==> config.mk <==
export PLATFORM = sky130hd
export DESIGN_NAME = stream_max_reduce
export DESIGN_NICKNAME = d
export VERILOG_FILES = /design/src/rtl/stream_max_pkg.sv /design/src/rtl/max_u.sv /design/src/rtl/stream_max_reduce.sv
export SDC_FILE = /design/constraint.sdc
export NUM_CORES = 1
export LEC_CHECK = 0
export BUFFER_PORTS_ARGS = -buffer_cell sky130_fd_sc_hd__buf_2
export CAP_MARGIN = 20
export CELL_PAD_IN_SITES_DETAIL_PLACEMENT = 0
export CELL_PAD_IN_SITES_GLOBAL_PLACEMENT = 1
export CORE_ASPECT_RATIO = 1.75
export CORE_MARGIN = 5
export CORE_UTILIZATION = 38
export CTS_BUF_LIST = sky130_fd_sc_hd__clkbuf_8
export CTS_CLUSTER_DIAMETER = 100
export CTS_CLUSTER_SIZE = 12
export DETAILED_ROUTE_END_ITERATION = 10
export PLACE_DENSITY_LB_ADDON = 0.15
export SYNTH_ARGS = -nofsm -noshare
export SYNTH_HDL_FRONTEND = slang
export SYNTH_HIERARCHICAL = 1
export SYNTH_SLANG_ARGS = --single-unit
==> constraint.sdc <==
create_clock -name clk -period 2.7 [get_ports clk]
set_input_delay 0.54 -clock clk [delete_from_list [all_inputs] [get_ports clk]]
set_output_delay 0.54 -clock clk [all_outputs]
set_load 0.02 [all_outputs]
==> src/rtl/stream_max_pkg.sv <==
// rtl/stream_max_pkg.sv - shared defaults, FSM states and count saturation for stream_max_reduce
// Contents:
//   DEF_WIDTH / DEF_CNT_W : default data and counter widths
//   DEF_CNT_SAT           : saturation value of a default-width counter
//   state_t               : reduction FSM states (ST_EMPTY, ST_ACCUM, ST_DONE)
package stream_max_pkg;

  localparam int DEF_WIDTH = 32;
  localparam int DEF_CNT_W = 16;

  localparam logic [DEF_CNT_W-1:0] DEF_CNT_SAT = '1;

  typedef enum logic [1:0] {
    ST_EMPTY = 2'd0,
    ST_ACCUM = 2'd1,
    ST_DONE  = 2'd2
  } state_t;

endpackage

==> src/rtl/max_u.sv <==
// rtl/max_u.sv - combinational two-operand unsigned max with greater-than flag
// Ports:
//   i_a  : first operand (the incoming word)
//   i_b  : second operand (the running maximum)
//   o_y  : max(i_a, i_b); i_b on a tie
//   o_gt : 1 when i_a is strictly greater than i_b
module max_u #(
  parameter int WIDTH = 32
) (
  input  logic [WIDTH-1:0] i_a,
  input  logic [WIDTH-1:0] i_b,
  output logic [WIDTH-1:0] o_y,
  output logic             o_gt
);

  logic w_sel;

  assign w_sel = (i_a > i_b);

  // XOR-mux: with w_sel low the a^b term is masked off and b passes through.
  assign o_y  = ((i_a ^ i_b) & {WIDTH{w_sel}}) ^ i_b;
  assign o_gt = w_sel;

endmodule

==> src/rtl/stream_max_reduce.sv <==
// rtl/stream_max_reduce.sv - per-frame unsigned maximum over a valid/ready word stream
// Optional feature: define MAX_INDEX_EN to add the out_index port and index tracking.
// Ports:
//   clk, rst                      : clock, asynchronous active-high reset
//   in_valid/in_ready/in_data/in_last : word input handshake, in_last closes the frame
//   out_valid/out_ready           : result handshake, result held until taken
//   out_max                       : maximum of the frame
//   out_count                     : words in the frame, saturating at all-ones
//   out_index                     : zero-based position of the first maximum (MAX_INDEX_EN)
module stream_max_reduce
  import stream_max_pkg::*;
#(
  parameter int WIDTH = DEF_WIDTH,
  parameter int CNT_W = DEF_CNT_W
) (
  input  logic             clk,
  input  logic             rst,
  input  logic             in_valid,
  output logic             in_ready,
  input  logic [WIDTH-1:0] in_data,
  input  logic             in_last,
  output logic             out_valid,
  input  logic             out_ready,
  output logic [WIDTH-1:0] out_max,
  output logic [CNT_W-1:0] out_count
`ifdef MAX_INDEX_EN
  ,
  output logic [CNT_W-1:0] out_index
`endif
);

  localparam logic [CNT_W-1:0] CNT_SAT = '1;

  state_t           r_state;
  state_t           w_next;
  logic [WIDTH-1:0] r_acc_max;
  logic [CNT_W-1:0] r_cnt;
  logic             w_accept;
  logic [WIDTH-1:0] w_max_y;
  logic             w_gt;

  // Acceptance depends only on the state register, so in_ready never
  // sees out_ready combinationally.
  assign in_ready = (r_state != ST_DONE);
  assign w_accept = in_valid && (r_state != ST_DONE);

  max_u #(
    .WIDTH(WIDTH)
  ) u_max (
    .i_a (in_data),
    .i_b (r_acc_max),
    .o_y (w_max_y),
    .o_gt(w_gt)
  );

  always_ff @(posedge clk or posedge rst) begin
    if (rst) begin
      r_state <= ST_EMPTY;
    end else begin
      r_state <= w_next;
    end
  end

  always_comb begin
    w_next    = r_state;
    out_valid = 1'b0;
    case (r_state)
      ST_EMPTY: begin
        if (w_accept) begin
          w_next = in_last ? ST_DONE : ST_ACCUM;
        end
      end
      ST_ACCUM: begin
        if (w_accept && in_last) begin
          w_next = ST_DONE;
        end
      end
      ST_DONE: begin
        out_valid = 1'b1;
        if (out_ready) begin
          w_next = ST_EMPTY;
        end
      end
      default: begin
        w_next = ST_EMPTY;
      end
    endcase
  end

  always_ff @(posedge clk or posedge rst) begin
    if (rst) begin
      r_acc_max <= '0;
      r_cnt     <= '0;
    end else if (w_accept) begin
      if (r_state == ST_EMPTY) begin
        r_acc_max <= in_data;
        r_cnt     <= CNT_W'(1);
      end else begin
        // Strict greater-than keeps the earlier word on a tie.
        if (w_gt) begin
          r_acc_max <= w_max_y;
        end
        if (r_cnt != CNT_SAT) begin
          r_cnt <= r_cnt + 1'b1;
        end
      end
    end
  end

`ifdef MAX_INDEX_EN
  logic [CNT_W-1:0] r_idx;

  // The pre-increment count is the zero-based position of the word being
  // folded in; past saturation it stops advancing and the index goes stale.
  always_ff @(posedge clk or posedge rst) begin
    if (rst) begin
      r_idx <= '0;
    end else if (w_accept) begin
      if (r_state == ST_EMPTY) begin
        r_idx <= '0;
      end else if (w_gt) begin
        r_idx <= r_cnt;
      end
    end
  end

  assign out_index = r_idx;
`endif

  assign out_max   = r_acc_max;
  assign out_count = r_cnt;

endmodule

# Word-level counts from Yosys, hierarchy flattened
# Index checks and enable logic that the tools add are counted.
[totals]
reg_bits = 50
output_inout_bits = 50
in_bits = 37
wordCells = 33
[classes]
n_mux = 10
n_lt_le_gt_ge = 1
eq_ne = 7
bitwise = 3
addsub = 1
reduce_logical = 8
[ops]
columns = ["op", "count"]
rows = [
  ["$mux 32", 2],
  ["$xor 32x32->32", 2],
  ["$and 32x32->32", 1],
  ["$gt 32x32->1", 1],
  ["$mux 16", 2],
  ["$add 16x1->16 const B", 1],
  ["$ne 16x16->1 const B", 1],
  ["$mux 2", 4],
  ["$ne 2x2->1 const B", 4],
  ["$pmux 2 s3", 1],
  ["$reduce_and 2->1", 2],
  ["$reduce_bool 2->1", 2],
  ["$reduce_and 3->1", 1],
  ["$eq 2x1->1 const B", 1],
  ["$eq 2x2->1 const B", 1],
  ["$logic_and 1x1->1", 2],
  ["$logic_not 2->1", 1],
  ["$mux 1", 1],
]

# Depth between registers and ports, before layout
# Gate-level depths: netlist (run 1).
[depth]
depth_word = 5
ltp_mapped = 15
depth_no_buf = 12

# Modules after synthesis
# Netlist (run 1), hierarchy kept.
[modules_own_cells]
columns = ["module", "cells_each", "seq_area_each_um2", "instances", "area_per_inst_um2"]
rows = [
  ["stream_max_reduce", 264, 1251.2, 1, 2610.0],
  ["max_u", 150, 0.0, 1, 1223.7],
]

# Worst setup path before layout (run 1)
# Ideal clock, no wire load.
[synth_path]
path_type = "input to register"
from = "input in_data[9]"
to = "register r_acc_max[0], in the netlist out_max[0]"
arrival_ns = 2.644
n_path_buf = 3
setup_time_ns = 0.137
cell_stages = 14
required_time_ns = 2.563
path_slack_ns = -0.081
path_cell_list = "ha_1 -> a21o_1 -> nand3_1 -> a21oi_1 -> nor4_2 -> a2bb2oi_4 -> buf_6 -> inv_1 -> nand2b_1 -> and3_1 -> buf_2 -> buf_2 -> nor2_1 -> a21oi_1"
[synth_between]
elab_chain_len = 5
word_cells_on_any_way = 7
cone_classes = "order compare: 1; mux: 2; bitwise: 2; reduce/logical: 2"
[synth_lines]
columns = ["item", "line", "text"]
rows = [
  ["start, declared", "stream_max_reduce.sv:20", "input logic [WIDTH-1:0] in_data,"],
  ["$gt 32x32->1 *", "max_u.sv:18", "assign w_sel = (i_a > i_b);"],
  ["via w_gt", "stream_max_reduce.sv:40", "logic w_gt;"],
  ["$and 32x32->32", "max_u.sv:21", "assign o_y = ((i_a ^ i_b) & {WIDTH{w_sel}}) ^ i_b;"],
  ["$xor 32x32->32", "max_u.sv:21", ""],
  ["$mux 32", "stream_max_reduce.sv:100", "if (w_gt) begin"],
  ["$mux 32", "stream_max_reduce.sv:95", "if (r_state == ST_EMPTY) begin"],
  ["end signal, assigned", "stream_max_reduce.sv:96", "r_acc_max <= in_data;"],
  ["end signal, assigned", "stream_max_reduce.sv:101", "r_acc_max <= w_max_y;"],
  ["end, declared", "stream_max_reduce.sv:36", "logic [WIDTH-1:0] r_acc_max;"],
]
# Mark *: on every way through the listed nets, which the timed path passes. The rest lies on a longest branch. The select of a mux whose other input is x is not followed.
# A chain may end at the register's enable or synchronous reset.

# Worst setup path in the final report (run 1)
[layout_path]
from = "register r_acc_max[15], in the netlist out_max[15]"
to = "register r_acc_max[1], in the netlist out_max[1]"
[layout_between]
elab_chain_len = 5
word_cells_on_any_way = 7
cone_classes = "order compare: 1; mux: 2; bitwise: 2; reduce/logical: 2"
[layout_lines]
columns = ["item", "line", "text"]
rows = [
  ["$gt 32x32->1", "max_u.sv:18", ""],
  ["$and 32x32->32", "max_u.sv:21", ""],
  ["$xor 32x32->32", "max_u.sv:21", ""],
  ["via w_max_y[1]", "stream_max_reduce.sv:39", "logic [WIDTH-1:0] w_max_y;"],
  ["$mux 32", "stream_max_reduce.sv:100", ""],
  ["$mux 32", "stream_max_reduce.sv:95", ""],
]
# The timed path passes the listed nets, and every way through them passes these cells. The select of a mux whose other input is x is not followed.

==> flow_metrics.env, run 1 <==
export IMPL_status="finished, final reports clean"
export IMPL_worstPathRequired_ns=2.91
export IMPL_syn_avg_cell_area_um2=9.26
export IMPL_tns_ns=0
export IMPL_pwr_share_clk=0.116
export IMPL_synth_seq_cells=50
export IMPL_yosysSeqAreaShare=0.326
export IMPL_clock_skew_ns=0.00768
export IMPL_p_int_uw=2590
export IMPL_cts_sinks=50
export IMPL_worst_hold_slack_ns=0.201
export IMPL_peakVddDrop_v=0.000638
export IMPL_stdcell_count=660
export IMPL_synth_most_common_cell="dfrtp_1"
export IMPL_synth_async_sr_flop_share=1.00
export IMPL_num_vias=3494
export IMPL_die_w_um=85.9
export IMPL_max_freq_mhz=382
export IMPL_slowest_stage="dfrtp_1"
export IMPL_port_buffers=86
export IMPL_drt_pre_antenna_iters=4
export IMPL_worst_pin_slew_ns=0.593
export IMPL_ys_types=49
export IMPL_hold_viol=0
export IMPL_grt_total_usage=0.175
export IMPL_cp_start_kind="flip-flop"
export IMPL_combPwrFrac=0.597
export IMPL_grt_pass1_wl_um=17200
export IMPL_clk_latency_ns=0.31
export IMPL_first_global_vias=3584
export IMPL_rows=48
export IMPL_max_clock_path_buffers=2
export IMPL_synth_edf_count=0
export IMPL_drv_cap=0
export IMPL_cts_root_buf="clkbuf_8"
export IMPL_cts_made_buffers=5
export IMPL_fp_coreArea_um2=9850
export IMPL_syn_inst=414
export IMPL_route_detailed_wl_per_inst_um=16.4
export IMPL_period_share=0.971
export IMPL_synthTopCellsByArea="dfrtp_1 (33%), ha_1 (11%), mux2i_1 (9.4%)"
export IMPL_n_fill_cell=1003
export IMPL_min_period_ns=2.62
export IMPL_crit_arrival_ns=2.83
export IMPL_grt_setup_unrepaired="true"
export IMPL_cts_max_level=2
export IMPL_end_kind="flip-flop"
export IMPL_io_pins=87
export IMPL_drt_iter0_drc=104
export IMPL_ys_flop_type="dfrtp_1"
export IMPL_wirelength_um=10800
export IMPL_p_switching_uw=2060
export IMPL_hold_class="primary input to async pin"
export IMPL_maxSlewHeadroom=0.605
export IMPL_start_util=0.389
export IMPL_clk_pin_slew_worst_paths_ns=0.10
export IMPL_grt_max_degree=47
export IMPL_cts_tree="built"
export IMPL_yosysWarnings=6
export IMPL_gp_congestion=0.878
export IMPL_total_power_uw=4650
export IMPL_die_h_um=143
export IMPL_path_cells="inv_1 > ha_4 > nand4_1 > buf_4 > a21oi_1 > nor4_2 > a2bb2oi_4 > buf_12 > mux2_1 > mux2i_1 > a21oi_2"
export IMPL_dp_cells=645
export IMPL_viasPerCell=5.29
export IMPL_max_stage_delay_ns=0.43
export IMPL_grt_ovfl_total=0
export IMPL_crit_fanout=15
export IMPL_yosys_area_top_type_share=0.326
export IMPL_p_seq_frac=0.287
export IMPL_dieArea_um2=12300
export IMPL_swShare=0.443
export IMPL_finalMaxSlewViolations=0
export IMPL_leakage_uw=0.00245
export IMPL_dp_hpwl_um=8220
export IMPL_antenna_found_initial=0
export IMPL_yosysTopAreaCell="dfrtp_1"
export IMPL_fin_nets=604
export IMPL_area_growth_syn_to_layout_pct=28.1
export IMPL_syn_nets=484
export IMPL_hold_buffers=0
export IMPL_setup_viol=0
export IMPL_drtAntennaViolNets=0
export IMPL_drc=0
export IMPL_power_density_nw_per_um2=946
export IMPL_synth_common_cells="dfrtp_1 (50), a21oi_1 (48), nor2_1 (39)"
export IMPL_path_class="flip-flop to flip-flop"
export IMPL_layout_drive_gt1_share=0.320
export IMPL_synth_area_um2=3830
export IMPL_diodes=0
path summary, 6_finish.rpt:
path | from | to | slack, ns | cells after the start
min | rst | out_max[21]$_DFFE_PP0P_ | 0.20 | 2
min reg2reg | r_state[1]$_DFFE_PP0P_ | r_state[0]$_DFFE_PP0P_ | 0.55 | 1
max in group asynchronous | rst | out_count[3]$_DFFE_PP0P_ | 1.90 | 3
max reg2reg | out_max[15]$_DFFE_PP0P_ | out_max[1]$_DFFE_PP0P_ | 0.08 | 11
max | out_max[15]$_DFFE_PP0P_ | out_max[1]$_DFFE_PP0P_ | 0.08 | 11
min in group clk | out_ready | r_state[1]$_DFFE_PP0P_ | 0.41 | 2
cell type report:
| class | count | area [um^2] | area share |
|---|---|---|---|
| clock buffers | 5 | 68.8 | 0.0140 |
| clock inverters | 3 | 40.0 | 0.00815 |
| inverters | 38 | 143 | 0.0290 |
| multi-input cells | 307 | 2420 | 0.492 |
| flip-flops and latches | 50 | 1250 | 0.255 |
| well taps | 125 | 156 | 0.0318 |
| repair buffers | 132 | 835 | 0.170 |
what timing repair did:
action / CTS / global route
gates resized for setup: 0 / 22
endpoints found under the setup margin: 0 / 32
buffers inserted: 0 / 6
flip-flops by register name, indices dropped and copies added, names as in the netlist:
name       cells
r_state        2
out_count     16
out_max       32
cell families after synthesis:
logic type,Yosys count,share of synthesized area
adder cells (fa/ha/maj),33,0.108
flip-flops,50,0.326
AO/OA/AOI/OAI,89,0.146
buffers and inverters,57,0.0669
AND/OR/NAND/NOR,114,0.155
multiplexers,71,0.198
power groups by stage:
stage                     logic [uW]  clock network (uW)  registers, uW
after floorplan                 1520                   0           1610
after global placement          2520                   0           1340
after detailed placement        2590                   0           1350
after CTS                       2590                 566           1340
after global routing            3080                 589           1390
final                           2770                 541           1330
placed cells by master, fill, tap and decap left out, drive strengths merged, types with 6 or more instances in the layout:
cell type / count
clkbuf: 6
nor2: 40
inv: 38
buf: 131
nand4: 15
nor3: 8
nor4: 8
nand2: 18
and2: 6
dfrtp: 50
mux2i: 36
ha: 33
mux2: 35
a21oi: 48
a21o: 7
nand3: 6
o21ai: 12
through the flow:
| stage | setup slack, ns | utilization | area, um^2 |
|---|---|---|---|
| 6_report | 0.0789 | 0.499 | 4910 |
| 3_5_place_dp | -0.197 | 0.472 | 4650 |
| 5_1_grt | -0.0926 | 0.499 | 4910 |
| 4_1_cts | 0.0224 | 0.483 | 4760 |
| 2_1_floorplan | 0.000639 | - | 3890 |
| 3_3_place_gp | -0.143 | 0.472 | 4650 |
worst max-delay path: cells and delay by family (launching register included):
family,cells,cell delay [ns]
and+or+nand+nor,2,0.56
adders and majority gates,1,0.21
AOI/OAI and AO/OA,3,0.38
buffers and inverters,3,0.44
muxes,2,0.50
DFF,1,0.43
routing by layer:
metal / GRT usage / part of all wire
met1: 0.171 / 0.36
met3: 0.0323 / 0.044
met2: 0.355 / 0.58
met4: 0.0575 / 0.019
met5: 0 / 0
No activity file was read; power rests on OpenSTA's default activity.
==> inputs of run 2 (changes only) <==
--- a/config.mk
+++ b/config.mk
@@ -11,7 +11,7 @@
 export CELL_PAD_IN_SITES_GLOBAL_PLACEMENT = 1
 export CORE_ASPECT_RATIO = 1.75
 export CORE_MARGIN = 5
-export CORE_UTILIZATION = 38
+export CORE_UTILIZATION = 35
 export CTS_BUF_LIST = sky130_fd_sc_hd__clkbuf_8
 export CTS_CLUSTER_DIAMETER = 100
 export CTS_CLUSTER_SIZE = 12
==> flow_metrics.env, run 2 (synthesis gave the netlist of run 1 again) <==
export IMPL_status="finished, final reports clean"
export IMPL_setup_viol=0
export IMPL_finalMaxSlewViolations=0
export IMPL_min_period_ns=2.65
export IMPL_fp_coreArea_um2=10700
export IMPL_grt_max_degree=51
export IMPL_largest_reg_flops=32
export IMPL_crit_arrival_ns=2.89
export IMPL_diodes=0
export IMPL_peakVddDrop_v=0.000593
export IMPL_viasPerCell=5.29
export IMPL_max_stage_delay_ns=0.38
export IMPL_antenna_found_initial=0
export IMPL_drt_iter0_drc=72
export IMPL_dp_hpwl_um=8260
export IMPL_worst_slack_ns=0.0519
export IMPL_worstPathBufferInverterCount=5
export IMPL_gp_congestion=0.881
export IMPL_layout_commonest_cell="buf_2"
export IMPL_cts_made_buffers=5
export IMPL_cts_sinks=50
export IMPL_leakage_uw=0.00259
export IMPL_route_detailed_wl_per_inst_um=17.8
export IMPL_path_cells="inv_1 > ha_4 > nand4_1 > buf_4 > a211oi_2 > nor4_4 > a2bb2oi_4 > buf_12 > clkinv_4 > nand2b_4 > and3_4 > clkbuf_16 > nor2_1 > a21oi_1"
export IMPL_drtAntennaViolNets=0
export IMPL_end_kind="flip-flop"
export IMPL_die_w_um=89.1
export IMPL_hold_class="primary input to async pin"
export IMPL_dp_slack_ns=-0.185
export IMPL_wirelength_um=12200
export IMPL_drc=0
export IMPL_cts_tree="built"
export IMPL_drv_cap=0
export IMPL_start_util=0.358
export IMPL_most_common_layout_cells="buf_2 (86), buf_4 (51), dfrtp_1 (49), mux2i_1 (36)"
export IMPL_maxSlewHeadroom=0.534
export IMPL_grt_setup_unrepaired="true"
export IMPL_clk_latency_ns=0.31
export IMPL_die_h_um=148
export IMPL_rows=50
export IMPL_port_buffers=86
export IMPL_grt_total_usage=0.165
export IMPL_cts_max_level=2
export IMPL_layout_drive_gt1_share=0.423
export IMPL_clk_pin_slew_worst_paths_ns=0.10
export IMPL_n_fill_cell=1049
export IMPL_max_clock_path_buffers=2
export IMPL_area_growth_syn_to_layout_pct=41.0
export IMPL_io_pins=87
export IMPL_crit_fanout=6
export IMPL_critPathTopFamily="simple AND/OR/NAND/NOR gates"
export IMPL_clock_skew_ns=0.00472
export IMPL_grt_ovfl_total=0
export IMPL_cts_root_buf="clkbuf_8"
export IMPL_drt_pre_antenna_iters=5
export IMPL_max_freq_mhz=378
export IMPL_final_area_um2=5410
export IMPL_grt_pass1_wl_um=17000
export IMPL_power_density_nw_per_um2=965
export IMPL_fin_nets=624
export IMPL_dieArea_um2=13200
export IMPL_slowest_stage="dfrtp_1"
export IMPL_placed_area_um2=4640
export IMPL_worst_pin_slew_ns=0.698
export IMPL_path_class="flip-flop to flip-flop"
export IMPL_first_global_vias=3454
export IMPL_cp_start_kind="flip-flop"
export IMPL_period_share=0.981
export IMPL_hold_viol=0
export IMPL_worstPathRequired_ns=2.94
export IMPL_hold_buffers=0
export IMPL_num_vias=3627
run 2: changes by cell type in the layout (fill, tap and decap cells not counted), sizes merged:
cell    before  now
and3         1    2
clkbuf       6   12
bufinv       1    0
buf        131  145
run 2: per-stage QoR:
step / hold WS, ns / power (uW) / setup TNS [ns] / cells / utilization
after CTS: 0.397 / 4470 / 0 / 653 / 0.443
final: 0.399 / 5220 / 0 / 685 / 0.505
after floorplan: 0.475 / 3140 / 0 / 414 / -
after global routing: 0.398 / 5620 / -1.41 / 685 / 0.505
after detailed placement: 0.547 / 3970 / -5.44 / 645 / 0.434
after global placement: 0.539 / 3900 / -3.40 / 645 / 0.434
run 2: final timing paths:
check	slack (ns)	cells past startpoint	end	start
worst max-delay path	0.05	14	out_max[5]$_DFFE_PP0P_	out_max[15]$_DFFE_PP0P_
worst min-delay path	0.40	3	out_count[9]$_DFFE_PP0P_	rst
worst max register to register	0.05	14	out_max[5]$_DFFE_PP0P_	out_max[15]$_DFFE_PP0P_
worst min register to register	0.55	1	r_state[0]$_DFFE_PP0P_	r_state[1]$_DFFE_PP0P_
max in group asynchronous	1.79	3	out_max[3]$_DFFE_PP0P_	rst
min in group clk	0.41	2	r_state[1]$_DFFE_PP0P_	out_ready
run 2: what timing repair did:
item                                    4_1_cts  5_1_grt
cloned                                        0       10
setup buffers                                 0       23
pin swaps                                     0       16
endpoints found under the setup margin        8       32
gates resized for setup                       1       70
run 2: final cells by class:
class	instances	area (um^2)	area share
clock buffer	6	82.6	0.0153
multi-input combinational	308	2660	0.493
sequential	50	1250	0.232
tap	130	163	0.0301
inverter	38	148	0.0273
clock inverter	2	8.76	0.00162
timing repair buffer	151	1090	0.201
run 2: power by group:
group | internal (uW) | switching (uW) | total, uW
clock network | 204 | 268 | 472
registers | 1020 | 312 | 1330
logic | 1660 | 1750 | 3410
total | 2890 | 2330 | 5220
run 2: layer usage:
layer	up-vias	part of all wire	wire, um	track usage
li1	1777	-	-	-
met1	1764	0.36	4460	0.171
met2	74	0.57	7000	0.311
met3	12	0.044	540	0.0288
met4	0	0.018	218	0.0715
met5	-	0	0	0
run 2: worst min-delay path, cell delays in order:
cell and delay (ns):
buf_2 0.10, inv_2 0.03, buf_4 0.54
